===== src/rtl/spi_master_ram_if.sv =====
// SPI master for the SPI-slave RAM block: serialises one RAM command per request
// and, on read-data frames, captures the 8-bit MISO reply.
module spi_master_ram_if #(
    parameter int unsigned RD_WAIT    = 1,
    parameter int unsigned GAP_CYCLES = 1
) (
    input  logic       clk,
    input  logic       rst,
    input  logic       cmd_valid,
    output logic       cmd_ready,
    input  logic [1:0] cmd,
    input  logic [7:0] cmd_data,
    output logic [7:0] rd_data,
    output logic       rd_valid,
    output logic       err,
    output logic       busy,
    output logic       SS_n,
    output logic       MOSI,
    input  logic       MISO
);

    localparam int unsigned CNT_W      = 4;
    localparam logic [CNT_W-1:0] SHIFT_LAST = CNT_W'(9);
    localparam logic [CNT_W-1:0] RECV_LAST  = CNT_W'(7);
    localparam logic [CNT_W-1:0] WAIT_LAST  = CNT_W'((RD_WAIT > 0) ? (RD_WAIT - 1) : 0);
    localparam logic [CNT_W-1:0] GAP_LAST   = CNT_W'(GAP_CYCLES - 1);
    localparam logic [1:0]       CMD_RD_ADDR = 2'b10;
    localparam logic [1:0]       CMD_RD_DATA = 2'b11;

    typedef enum logic [2:0] {
        S_IDLE,
        S_SETUP,
        S_SEL,
        S_SHIFT,
        S_WAIT,
        S_RECV,
        S_GAP
    } state_t;

    state_t             r_state, w_state;
    logic [CNT_W-1:0]   r_cnt, w_cnt;
    logic [9:0]         r_frame, w_frame;
    logic [1:0]         r_cmd, w_cmd;
    logic [7:0]         r_rx, w_rx;
    logic               r_rd_addr_seen, w_rd_addr_seen;
    logic               r_ss_n, w_ss_n;
    logic               r_mosi, w_mosi;
    logic [7:0]         r_rd_data, w_rd_data;
    logic               r_rd_valid, w_rd_valid;
    logic               r_err, w_err;

    // Outputs are computed for the state being entered, so they line up with it.
    always_comb begin
        w_state        = r_state;
        w_cnt          = r_cnt;
        w_frame        = r_frame;
        w_cmd          = r_cmd;
        w_rx           = r_rx;
        w_rd_addr_seen = r_rd_addr_seen;
        w_ss_n         = r_ss_n;
        w_mosi         = 1'b0;
        w_rd_data      = r_rd_data;
        w_rd_valid     = 1'b0;
        w_err          = 1'b0;

        case (r_state)
            S_IDLE: begin
                if (cmd_valid) begin
                    w_state = S_SETUP;
                    w_cmd   = cmd;
                    w_frame = {cmd, cmd_data};
                    w_ss_n  = 1'b0;
                    w_cnt   = '0;
                    if (cmd == CMD_RD_ADDR) begin
                        w_rd_addr_seen = 1'b1;
                    end
                    if (cmd == CMD_RD_DATA) begin
                        w_rd_addr_seen = 1'b0;
                        w_err          = ~r_rd_addr_seen;
                    end
                end
            end
            S_SETUP: begin
                w_state = S_SEL;
                w_mosi  = r_frame[9];
            end
            S_SEL: begin
                w_state = S_SHIFT;
                w_cnt   = '0;
                w_mosi  = r_frame[9];
            end
            // r_frame[9] is on the wire; shift so the next bit sits at [9]
            S_SHIFT: begin
                if (r_cnt == SHIFT_LAST) begin
                    w_cnt = '0;
                    if (r_cmd == CMD_RD_DATA) begin
                        w_state = (RD_WAIT == 0) ? S_RECV : S_WAIT;
                    end else begin
                        w_state = S_GAP;
                        w_ss_n  = 1'b1;
                    end
                end else begin
                    w_cnt   = r_cnt + CNT_W'(1);
                    w_mosi  = r_frame[8];
                    w_frame = {r_frame[8:0], 1'b0};
                end
            end
            S_WAIT: begin
                if (r_cnt == WAIT_LAST) begin
                    w_state = S_RECV;
                    w_cnt   = '0;
                end else begin
                    w_cnt = r_cnt + CNT_W'(1);
                end
            end
            S_RECV: begin
                w_rx = {r_rx[6:0], MISO};
                if (r_cnt == RECV_LAST) begin
                    w_state    = S_GAP;
                    w_cnt      = '0;
                    w_ss_n     = 1'b1;
                    w_rd_data  = {r_rx[6:0], MISO};
                    w_rd_valid = 1'b1;
                end else begin
                    w_cnt = r_cnt + CNT_W'(1);
                end
            end
            S_GAP: begin
                if (r_cnt == GAP_LAST) begin
                    w_state = S_IDLE;
                    w_cnt   = '0;
                end else begin
                    w_cnt = r_cnt + CNT_W'(1);
                end
            end
            default: begin
                w_state = S_IDLE;
                w_ss_n  = 1'b1;
            end
        endcase
    end

    always_ff @(posedge clk) begin
        if (rst) begin
            r_state        <= S_IDLE;
            r_cnt          <= '0;
            r_frame        <= '0;
            r_cmd          <= '0;
            r_rx           <= '0;
            r_rd_addr_seen <= 1'b0;
            r_ss_n         <= 1'b1;
            r_mosi         <= 1'b0;
            r_rd_data      <= '0;
            r_rd_valid     <= 1'b0;
            r_err          <= 1'b0;
        end else begin
            r_state        <= w_state;
            r_cnt          <= w_cnt;
            r_frame        <= w_frame;
            r_cmd          <= w_cmd;
            r_rx           <= w_rx;
            r_rd_addr_seen <= w_rd_addr_seen;
            r_ss_n         <= w_ss_n;
            r_mosi         <= w_mosi;
            r_rd_data      <= w_rd_data;
            r_rd_valid     <= w_rd_valid;
            r_err          <= w_err;
        end
    end

    assign cmd_ready = (r_state == S_IDLE);
    assign busy      = (r_state != S_IDLE);
    assign SS_n      = r_ss_n;
    assign MOSI      = r_mosi;
    assign rd_data   = r_rd_data;
    assign rd_valid  = r_rd_valid;
    assign err       = r_err;

endmodule


===== config.mk =====
export PLATFORM = sky130hd
export DESIGN_NAME = spi_master_ram_if
export DESIGN_NICKNAME = d
export VERILOG_FILES = /design/src/rtl/spi_master_ram_if.sv
export SDC_FILE = /design/constraint.sdc
export NUM_CORES = 1
export LEC_CHECK = 0
export ABC_CLOCK_PERIOD_IN_PS = 3330
export BUFFER_PORTS_ARGS = -buffer_cell sky130_fd_sc_hd__buf_2
export CORE_MARGIN = 5
export CORE_UTILIZATION = 57
export CTS_CLUSTER_SIZE = 10
export DETAILED_ROUTE_END_ITERATION = 16
export HOLD_SLACK_MARGIN = 0.06
export PLACE_DENSITY = 0.87
export SLEW_MARGIN = 25
export SYNTH_ARGS = -nofsm -noshare
export SYNTH_HDL_FRONTEND = slang
export SYNTH_SLANG_ARGS = --single-unit

===== constraint.sdc =====
create_clock -name clk -period 3.33 [get_ports clk]
set_input_delay 0.4995 -clock clk [delete_from_list [all_inputs] [get_ports clk]]
set_output_delay 0.4995 -clock clk [all_outputs]
set_load 0.05 [all_outputs]

==> qor.txt <==
status - completed
number of fill cells in the layout - 249
Area Growth Syn to Fin - 12.3%
area leader, netlist - dfxtp_1
Crit path max-delay family - compound AO/OA/AOI/OAI gates
Crit path required time - 3.53 ns
predominant post-synthesis flop cell - dfxtp_1
Port Buffer Count - 27
die height - 64.7 microns
top area cells in the synthesized netlist - dfxtp_1 46%, nand2_1 9.7%, mux2i_1 5.3%
count of pins over their slew limit - 0
drt pass-1 iters - 5
slowest cell on the critical path - a222oi_1
num ports - 28
WL/cell - 13.1 microns
initial antenna violation count - 0
Seq/Total Area, Yosys - 0.458
Synth Cell Area - 1700 sq um
placed wire-length estimate - 2.28 mm
final-stage net count - 235
Slew @ Worst Pin - 0.735 ns
Post-CTS Setup Repair Bufs - 0
crit path capture type - flop
Max FO, Critical Path - 16
fin area - 1910 sq um
Clk Latency, worst-skew pair - 0.34 ns
slowest cell delay on critical path - 0.72 ns
chip width - 64.7 microns
Max-cap violations - 0
GRT overflow - 0
DP Area - 1810 sq um
RSZ-0062 raised after global routing - false
final setup fails - 0
detailed router's first-iteration violation count - 83
multi-input logic area - 847 sq um
clk sinks - 39
total wire length - 3.27 mm
vias - 1386
Clock Skew - 0.00806 ns
Synth top area share - 0.458
Post-synth EDFFs - 0
vias in the first global route - 1288
post-route ant nets - 0
Mapped Cells - 196
Vias per Instance - 5.54
Rows - 19
CTS Root Buffer Type - clkbuf_4
pwr dens - 548 nW/um^2
core region area - 2810 sq um
Yosys cell types - 40
Max Freq - 457 MHz
die area - 4180 sq um
FFs w/ async S/R, synth - 0
clock slew at reported path FFs - 0.11 ns
final hold slack - 0.400 ns
Initial Util - 0.607
layout cells sized above 1 - 0.183
CTS buffer count - 5
CP Class - flop to flop
Setup crit start kind - flop
critical path arrival - 2.39 ns
CP bufs+invs - 0
cts repair resizes - 0
synthesized net count - 213
Synth warnings - 0
Setup TNS Final - 0 ns
synthesized area per cell - 8.69 sq um
CTS tree - done
DRC Markers - 0
final-report hold violation count - 0
first-pass GRT wire length - 5.64 mm
most common cell after layout, fill and taps aside - nand2_1
Seq cells post-synth - 39
relative slew slack - 0.510
gpl congestion - 0.718
Worst Hold Class - input port to flop
fin crit share - 0.657
fin crit period - 2.19 ns
crit-path cells - and3b_1, a222oi_1, or3_1, a31oi_1
LEAKAGE - 0.000748 uW
pin count of the biggest net entering global routing - 40
htree depth - 2
Antenna diodes - 0
CTS Hold Buffers Added - 0
maximum vdd drop - 424 uV
GRT Util Overall - 0.173
maximum clock path buffer count - 2
commonest cells after routing, fill and taps aside - 44 x nand2_1, 39 x dfxtp_1, 27 x buf_2, 21 x nor2_1, 17 x a21oi_1
Reg area - 781 sq um
==> cells by family (layout without fill, tap and decap cells) <==
family | count (synthesis) | in the layout | share of synthesized area
AND/OR/NAND/NOR | 89 | 89 | 0.254
buffers and inverters | 15 | 38 | 0.0448
AO/OA/AOI/OAI | 41 | 41 | 0.168
multiplexers | 9 | 9 | 0.0529
adder cells (fa/ha/maj) | 3 | 3 | 0.0220
flip-flops | 39 | 39 | 0.458
==> worst min-delay path: cells and delay by family <==
family	cells	cell delay, ns
buffers and inverters	1	0.10
AO/OA/AOI/OAI	1	0.05
AND/OR/NAND/NOR	1	0.05
==> layout make-up <==
| type | count | area share |
|---|---|---|
| Clock inverter | 2 | 0.0314 |
| Sequential cell | 39 | 0.408 |
| Tap cell | 31 | 0.0203 |
| Multi-Input combinational cell | 142 | 0.442 |
| Clock buffer | 6 | 0.0216 |
| Timing Repair Buffer | 27 | 0.0706 |
| Inverter | 3 | 0.00588 |
==> per-stage QoR <==
step                setup slack [ns]  instances  power [uW]  utilization
floorplan                      0.512        196         654            -
global placement                1.31        242         675        0.646
detailed placement              1.21        242         679        0.646
CTS                             1.16        250        1060        0.682
global route                   0.961        250        1100        0.682
finish                          1.14        250        1050        0.682
==> layer usage <==
metal  global-route usage  part of all wire  wire length [microns]  vias up
met1                0.221              0.50                   1630      612
li1                     -                 -                      -      728
met2                0.265              0.43                   1400       37
met4               0.0976             0.023                     74        0
met3               0.0432             0.052                    170        9
met5                    0                 0                      0        -
==> sequential cells by signal, indices dropped and copies added, names as in the netlist <==
signal and cells:
MOSI 1, SS_n 1, err 1, r_cmd 2, r_cnt 4, r_frame 10, r_rd_addr_seen 1, r_rx 7
r_state 3, rd_data 8, rd_valid 1
==> final timing paths <==
kind	start	end	slack [ns]	cells after the start
hold / removal	MISO	r_rx[0]	0.40	3
hold reg to reg	r_rd_addr_seen	err	0.44	1
setup reg to reg	r_state[2]	r_cnt[3]	1.14	4
setup / recovery	r_state[2]	r_cnt[3]	1.14	4
==> cells in the mapped netlist, types with 2 or more instances <==
cell      count
a21oi_1      17
a311oi_1     10
a31oi_1       3
and3b_1       2
buf_4         3
clkbuf_1      7
dfxtp_1      39
ha_1          3
inv_1         3
mux2i_1       9
nand2_1      44
nand3_1       2
nand3b_1      3
nor2_1       21
nor2b_1       2
nor3_1        2
nor4_1        2
nor4b_1       2
==> power breakdown <==
part | switching (uW) | internal [uW] | total (uW)
Sequential | 27.8 | 494 | 522
Combinational | 93.9 | 53.2 | 147
Clock | 145 | 234 | 379
Note: power is estimated with default switching activity, not from simulation.
